===== src/rtl/drum_pkg.sv =====
// Shared widths and saturation helper for the drum simulator datapath.
// Used by column_simulation, ComputeModule_for_col and drum_audio_tap.
package drum_pkg;

    localparam int Q1_17_W     = 18;
    localparam int PCM_W       = 16;
    localparam int ROW_W       = 6;
    localparam int NUM_ROW_DEF = 33;
    localparam int SCALE_W     = 26;

    localparam logic signed [SCALE_W-1:0] SAT_MAX = 26'sd131071;
    localparam logic signed [SCALE_W-1:0] SAT_MIN = -26'sd131072;

    // Clamp a widened amplitude back into the signed 1.17 range.
    function automatic logic signed [Q1_17_W-1:0] sat18(input logic signed [SCALE_W-1:0] s);
        if (s > SAT_MAX) begin
            return 18'sh1FFFF;
        end else if (s < SAT_MIN) begin
            return 18'sh20000;
        end else begin
            return s[Q1_17_W-1:0];
        end
    endfunction

endpackage


===== src/rtl/drum_audio_tap_if.sv =====
// Audio sample bus: the tap drives data/valid, the bus master returns ready.
interface drum_audio_tap_if;

    logic [drum_pkg::PCM_W-1:0] audio_data;
    logic                       audio_valid;
    logic                       audio_ready;

    modport master (output audio_data, output audio_valid, input audio_ready);
    modport slave  (input audio_data, input audio_valid, output audio_ready);

endinterface


===== src/rtl/drum_audio_tap_sync_fifo.sv =====
// Synchronous FIFO with occupancy count; a push on a full FIFO is accepted
// only when a pop happens in the same cycle.
module sync_fifo #(
    parameter int WIDTH = 16,
    parameter int DEPTH = 8
) (
    input  logic                       clk,
    input  logic                       rst,
    input  logic                       push,
    input  logic [WIDTH-1:0]           din,
    input  logic                       pop,
    output logic [WIDTH-1:0]           dout,
    output logic                       full,
    output logic                       empty,
    output logic [$clog2(DEPTH):0]     count
);

    localparam int AW = $clog2(DEPTH);
    localparam int CW = AW + 1;

    logic [WIDTH-1:0] mem [DEPTH];
    logic [AW-1:0]    wr_ptr;
    logic [AW-1:0]    rd_ptr;
    logic             push_ok;
    logic             pop_ok;

    assign empty   = (count == '0);
    assign full    = (count == CW'(DEPTH));
    assign pop_ok  = pop && !empty;
    assign push_ok = push && (!full || pop_ok);

    // Head is read combinationally, so a same-cycle write at the head slot
    // (full with pop) still hands out the old entry.
    assign dout = mem[rd_ptr];

    always_ff @(posedge clk) begin
        if (push_ok) begin
            mem[wr_ptr] <= din;
        end
    end

    always_ff @(posedge clk) begin
        if (rst) begin
            wr_ptr <= '0;
            rd_ptr <= '0;
            count  <= '0;
        end else begin
            if (push_ok) begin
                wr_ptr <= wr_ptr + 1'b1;
            end
            if (pop_ok) begin
                rd_ptr <= rd_ptr + 1'b1;
            end
            case ({push_ok, pop_ok})
                2'b10:   count <= count + 1'b1;
                2'b01:   count <= count - 1'b1;
                default: count <= count;
            endcase
        end
    end

endmodule


===== src/rtl/drum_audio_tap.sv =====
// Samples the tap node once per simulation step, scales it to saturated PCM,
// buffers it and streams it out on a valid/ready bus with back-pressure.
module drum_audio_tap
    import drum_pkg::*;
#(
    parameter int NUM_ROW    = NUM_ROW_DEF,
    parameter int TAP_ROW    = 16,
    parameter int FIFO_DEPTH = 8,
    parameter int GAIN_SHIFT = 0
) (
    input  logic                      clk,
    input  logic                      rst,
    input  logic signed [Q1_17_W-1:0] u_np1_ij,
    input  logic [ROW_W-1:0]          row,
    input  logic                      u_valid,
    input  logic                      step_done,
    drum_audio_tap_if.master          audio,
    output logic                      sim_stall,
    output logic                      overflow
);

    localparam int CW = $clog2(FIFO_DEPTH) + 1;

    localparam logic [0:0] ST_EMPTY = 1'b0;
    localparam logic [0:0] ST_LOAD  = 1'b1;

    logic                      tap_hit;
    logic signed [Q1_17_W-1:0] tap_reg;
    logic signed [Q1_17_W-1:0] tap_src;
    logic signed [SCALE_W-1:0] tap_ext;
    logic signed [SCALE_W-1:0] scaled;
    logic signed [Q1_17_W-1:0] s_sat;
    logic [PCM_W-1:0]          pcm;

    logic [PCM_W-1:0] fifo_head;
    logic             fifo_full;
    logic             fifo_empty;
    logic [CW-1:0]    fifo_count;
    logic             fifo_pop;

    logic [0:0]       state;
    logic [PCM_W-1:0] data_reg;
    logic             valid_reg;

    assign tap_hit = u_valid && (row == ROW_W'(TAP_ROW)) && (32'(row) < NUM_ROW);

    // A tap write coincident with step_done bypasses tap_reg so the fresh value is pushed.
    assign tap_src = tap_hit ? u_np1_ij : tap_reg;
    assign tap_ext = {{(SCALE_W-Q1_17_W){tap_src[Q1_17_W-1]}}, tap_src};
    assign scaled  = tap_ext <<< GAIN_SHIFT;
    assign s_sat   = sat18(scaled);
    assign pcm     = PCM_W'(s_sat >>> 2);

    always_ff @(posedge clk) begin
        if (rst) begin
            tap_reg <= '0;
        end else if (tap_hit) begin
            tap_reg <= u_np1_ij;
        end
    end

    sync_fifo #(
        .WIDTH (PCM_W),
        .DEPTH (FIFO_DEPTH)
    ) u_fifo (
        .clk   (clk),
        .rst   (rst),
        .push  (step_done),
        .din   (pcm),
        .pop   (fifo_pop),
        .dout  (fifo_head),
        .full  (fifo_full),
        .empty (fifo_empty),
        .count (fifo_count)
    );

    assign fifo_pop = !fifo_empty && ((state == ST_EMPTY) || (valid_reg && audio.audio_ready));

    always_ff @(posedge clk) begin
        if (rst) begin
            state     <= ST_EMPTY;
            data_reg  <= '0;
            valid_reg <= 1'b0;
        end else begin
            case (state)
                ST_EMPTY: begin
                    if (!fifo_empty) begin
                        data_reg  <= fifo_head;
                        valid_reg <= 1'b1;
                        state     <= ST_LOAD;
                    end
                end
                default: begin
                    if (audio.audio_ready) begin
                        if (!fifo_empty) begin
                            data_reg <= fifo_head;
                        end else begin
                            valid_reg <= 1'b0;
                            state     <= ST_EMPTY;
                        end
                    end
                end
            endcase
        end
    end

    assign audio.audio_data  = data_reg;
    assign audio.audio_valid = valid_reg;

    // Stall one entry early because the flag itself is a cycle late.
    always_ff @(posedge clk) begin
        if (rst) begin
            sim_stall <= 1'b0;
            overflow  <= 1'b0;
        end else begin
            sim_stall <= (fifo_count >= CW'(FIFO_DEPTH - 1));
            if (step_done && fifo_full && !fifo_pop) begin
                overflow <= 1'b1;
            end
        end
    end

endmodule


===== src/flat_wrapper.sv =====
// flat-port wrapper written by rule: the top's interface ports become plain ports
module drum_audio_tap_flat import drum_pkg::*;
#(
    parameter int NUM_ROW    = NUM_ROW_DEF,
    parameter int TAP_ROW    = 16,
    parameter int FIFO_DEPTH = 8,
    parameter int GAIN_SHIFT = 0
)
  (clk, rst, u_np1_ij, row, u_valid, step_done, sim_stall, overflow, audio_audio_data, audio_audio_valid, audio_audio_ready);
  drum_audio_tap_if audio_i ();
  input  logic clk;
  input  logic rst;
  input  logic signed [Q1_17_W-1:0] u_np1_ij;
  input  logic [ROW_W-1:0] row;
  input  logic u_valid;
  input  logic step_done;
  output logic sim_stall;
  output logic overflow;
  output wire logic [$bits(audio_i.audio_data)-1:0] audio_audio_data;
  output wire logic [$bits(audio_i.audio_valid)-1:0] audio_audio_valid;
  input wire logic [$bits(audio_i.audio_ready)-1:0] audio_audio_ready;
  assign audio_audio_data = audio_i.audio_data;
  assign audio_audio_valid = audio_i.audio_valid;
  assign audio_i.audio_ready = audio_audio_ready;
  drum_audio_tap #(.NUM_ROW(NUM_ROW), .TAP_ROW(TAP_ROW), .FIFO_DEPTH(FIFO_DEPTH), .GAIN_SHIFT(GAIN_SHIFT)) u_core (.clk(clk), .rst(rst), .u_np1_ij(u_np1_ij), .row(row), .u_valid(u_valid), .step_done(step_done), .audio(audio_i), .sim_stall(sim_stall), .overflow(overflow));
endmodule

===== config.mk =====
export PLATFORM = sky130hd
export DESIGN_NAME = drum_audio_tap_flat
export DESIGN_NICKNAME = d
export VERILOG_FILES = /design/src/rtl/drum_pkg.sv /design/src/rtl/drum_audio_tap_if.sv /design/src/rtl/drum_audio_tap_sync_fifo.sv /design/src/rtl/drum_audio_tap.sv /design/src/flat_wrapper.sv
export SDC_FILE = /design/constraint.sdc
export NUM_CORES = 1
export LEC_CHECK = 0
export CAP_MARGIN = 10
export CORE_MARGIN = 2
export CORE_UTILIZATION = 30
export CTS_CLUSTER_DIAMETER = 40
export DETAILED_ROUTE_END_ITERATION = 12
export SYNTH_ARGS = -nofsm -noshare
export SYNTH_HDL_FRONTEND = slang
export SYNTH_SLANG_ARGS = --single-unit

===== constraint.sdc =====
create_clock -name clk -period 7.5 [get_ports clk]
set_clock_uncertainty 0.05 [all_clocks]
set_input_delay 2.25 -clock clk [delete_from_list [all_inputs] [get_ports clk]]
set_output_delay 2.25 -clock clk [all_outputs]
set_load 0.005 [all_outputs]

==> impl_metrics.ini <==
[setup_path]
worstPathCellList = clkdlybuf4s50_1 -> a21bo_2 -> o21ai_2 -> ha_1 -> ha_1 -> a21oi_1 -> a21oi_1 -> or4_1 -> a21oi_1
critPathLaunchType = input pin
cp.required_ns = 7.80
crit_fanout = 6
cp-startpoint = audio_audio_ready
r2r-end = u_core.u_fifo.count[3]$_SDFFE_PP0P_
crit_type = input pin to flip-flop
slowest_stage = or4_1
cpPeakStageDelay_ns = 0.47
reg2reg_from = u_core.u_fifo.count[0]$_SDFFE_PP0P_
cp_common_cell = a21oi_1
r2r_cells = 8
rrSetupSlack_ns = 4.72
crit_path_end_kind = flip-flop
cp.arrival_ns = 4.62

[final_layout]
largest_reg_flops = 128
nets = 467
drive_above_1_share_pct = 23.60
postLayoutCoreUtil_pct = 36.75
syn_to_final_growth_pct = 19.64
antenna_cells = 0

[worst_hold_path]
hold_path.class = flip-flop to flip-flop
hold_end = u_core.overflow$_SDFFE_PP0P_
hp-start = u_core.overflow$_SDFFE_PP0P_
min_path_cells = 2

[yosys]
syn_nets = 421
synth_edf_count = 128
ys_seq_area_share_pct = 71.53
synthArstFlopShare_pct = 0
yosys.area.top_type = edfxtp_1
syn-instance-count = 386
syn_area_mm2 = 0.006745
yosysUniqueCellTypes = 46
synth_top_area_share_pct = 56.98
ys_ff_latch = 177
yosysWarnings = 0
ys.flop_type = edfxtp_1
avgSynthCellArea_um2 = 17.47
netlist_top_cells_area = edfxtp_1, dfxtp_1, mux4_2

[route]
wl_per_cell_um = 17.71
ant_nets = 0
drt_first_pass_iters = 4
via_count = 3421
wl_um = 12840
via_per_inst = 4.719
drt_iter0_markers = 299
drc = 0

[global_routing]
grt_usage_pct = 11.57
grt_pass1_vias = 3620
overflow = 0
grt_max_degree = 48
grt_pass1_wl_um = 20150
grt_antenna_before_repair = 0

[place]
port_buffers = 45
hpwl_um = 7419
place_ws_ns = 2.698
gp_congestion = 0.7710

[sta]
timing.final.ws_setup_ns = 3.178
relSlewSlack_pct = 24.94
whs_ns = 0.4309
tightest_slew_ns = 1.125
slew_viol_final = 0
hold_violations = 0
period_needed_ns = 4.322
setup_tns_ns = 0
fmaxAchievable_mhz = 231.4
rsz0062_at_grt = false
period_share_pct = 57.62
finalSetupViolations = 0

[clocking]
path_clk_slew_ns = 0.06
clock-sinks = 177
cts_resized = 0
root_buffer = clkbuf_16
numCtsBuffers = 17
postCtsSetupRepairBufs = 0
clk_path_buf_depth = 2
htreeDepth = 4
cts_tree = done
cts_hold_buf = 0
clk_latency_ns = 0.43

[floorplanning]
core_area_mm2 = 0.02196
pin_count = 48
die_area_mm2 = 0.02370
row_count = 54
die_h_um = 153.9
fp.dieW_um = 153.9
start_util_pct = 30.72

[pwr]
power.total_mw = 2.625
pwr_density_cell_mw_per_mm2 = 325.2
p_leak_nw = 2.672
max-vdd-ir-drop_mv = 0.1348

[outcome]
outcome = complete, no violations

[flow_run]
max-cap-violations = 0
==> cell type report <==
class	instances	area, um^2
clock inverters	8	105.1
multi-input cells	187	1842
repair buffers	46	452.9
inverters	3	11.26
well taps	280	350.3
clock buffers	24	481.7
fillers	1990	13890
flip-flops and latches	177	4827
==> through the flow <==
| stage | cells | cell area (um^2) |
|---|---|---|
| floorplan | 386 | 6745 |
| global placement | 693 | 7483 |
| detailed placement | 693 | 7483 |
| CTS | 725 | 8070 |
| global route | 725 | 8070 |
| finish | 725 | 8070 |
==> cells by family (layout without fill, tap and decap cells) <==
kind of cell / after synthesis / count (layout) / synth area share, %
flops: 177 / 177 / 71.53
simple gates: 96 / 96 / 8.181
mux: 49 / 49 / 13.50
compound gates: 30 / 30 / 2.801
buf+inv: 22 / 81 / 1.985
fa+ha+maj: 6 / 6 / 1.224
xor+xnor: 6 / 6 / 0.7791
==> where the power goes <==
part	total, mW	switching (mW)	internal (mW)
registers	1.17	0.0496	1.12
logic	0.585	0.309	0.276
clock network	0.869	0.352	0.518
==> synthesized netlist by cell type (2+ instances only) <==
library cell / count
buf_2: 5
dfxtp_1: 49
mux4_2: 32
a21oi_1: 8
clkbuf_1: 8
mux2_2: 16
xor2_1: 5
edfxtp_1: 128
ha_1: 5
nor2b_1: 16
nor3_2: 2
nor2_2: 2
and2_4: 2
inv_1: 3
nor2_1: 33
buf_6: 3
buf_8: 2
nand3_1: 4
o22ai_1: 16
nor3_1: 18
nand2_1: 4
==> worst max path at each step <==
stage,slack (ns),cells past startpoint,end
2_1_floorplan,3.22,4,u_core.u_fifo.mem[5][0]$_DFFE_PP_
3_3_place_gp,2.80,5,u_core.u_fifo.mem[7][7]$_DFFE_PP_
3_5_place_dp,2.70,5,u_core.u_fifo.mem[7][7]$_DFFE_PP_
4_1_cts,3.15,5,u_core.u_fifo.mem[7][8]$_DFFE_PP_
5_1_grt,3.06,9,u_core.u_fifo.count[3]$_SDFFE_PP0P_
6_report,3.18,9,u_core.u_fifo.count[3]$_SDFFE_PP0P_
==> layer usage <==
layer	vias to the layer above	part of all wire (%)	track usage (%)	routed length (um)
met5	-	0	0	0
met4	0	1.9	4.940	247
met3	12	3.2	3.382	408
met2	57	52	19.94	6658
met1	1761	43	13.45	5524
li1	1591	-	-	-
==> worst max-delay path: cells and delay by family <==
family	cells	cell delay, ns
AO/OA/AOI/OAI	5	0.95
adder cells (fa/ha/maj)	2	0.51
buffers and inverters	1	0.44
AND/OR/NAND/NOR	1	0.47
==> cells in the final DEF (no fill, tap or decap), types with 2 or more instances in the layout <==
master | Yosys | layout
edfxtp_1 | 128 | 128
dfxtp_1 | 49 | 47
clkdlybuf4s50_1 | 0 | 44
mux4_2 | 32 | 32
nor2_1 | 33 | 29
clkbuf_16 | 0 | 17
mux2_2 | 16 | 16
nor2b_1 | 16 | 16
o22ai_1 | 16 | 16
nor3_1 | 18 | 14
a21oi_1 | 8 | 8
nor2_2 | 2 | 6
xor2_1 | 5 | 5
ha_1 | 5 | 5
nand2_1 | 4 | 4
nand3_1 | 4 | 4
nor3_4 | 0 | 4
clkbuf_1 | 8 | 4
inv_1 | 3 | 3
clkbuf_8 | 0 | 3
clkinv_4 | 0 | 3
and2_4 | 2 | 2
nor3_2 | 2 | 2
dfxtp_2 | 0 | 2
clkinvlp_4 | 0 | 2
bufinv_16 | 0 | 2
(Power assumes the default switching activity.)
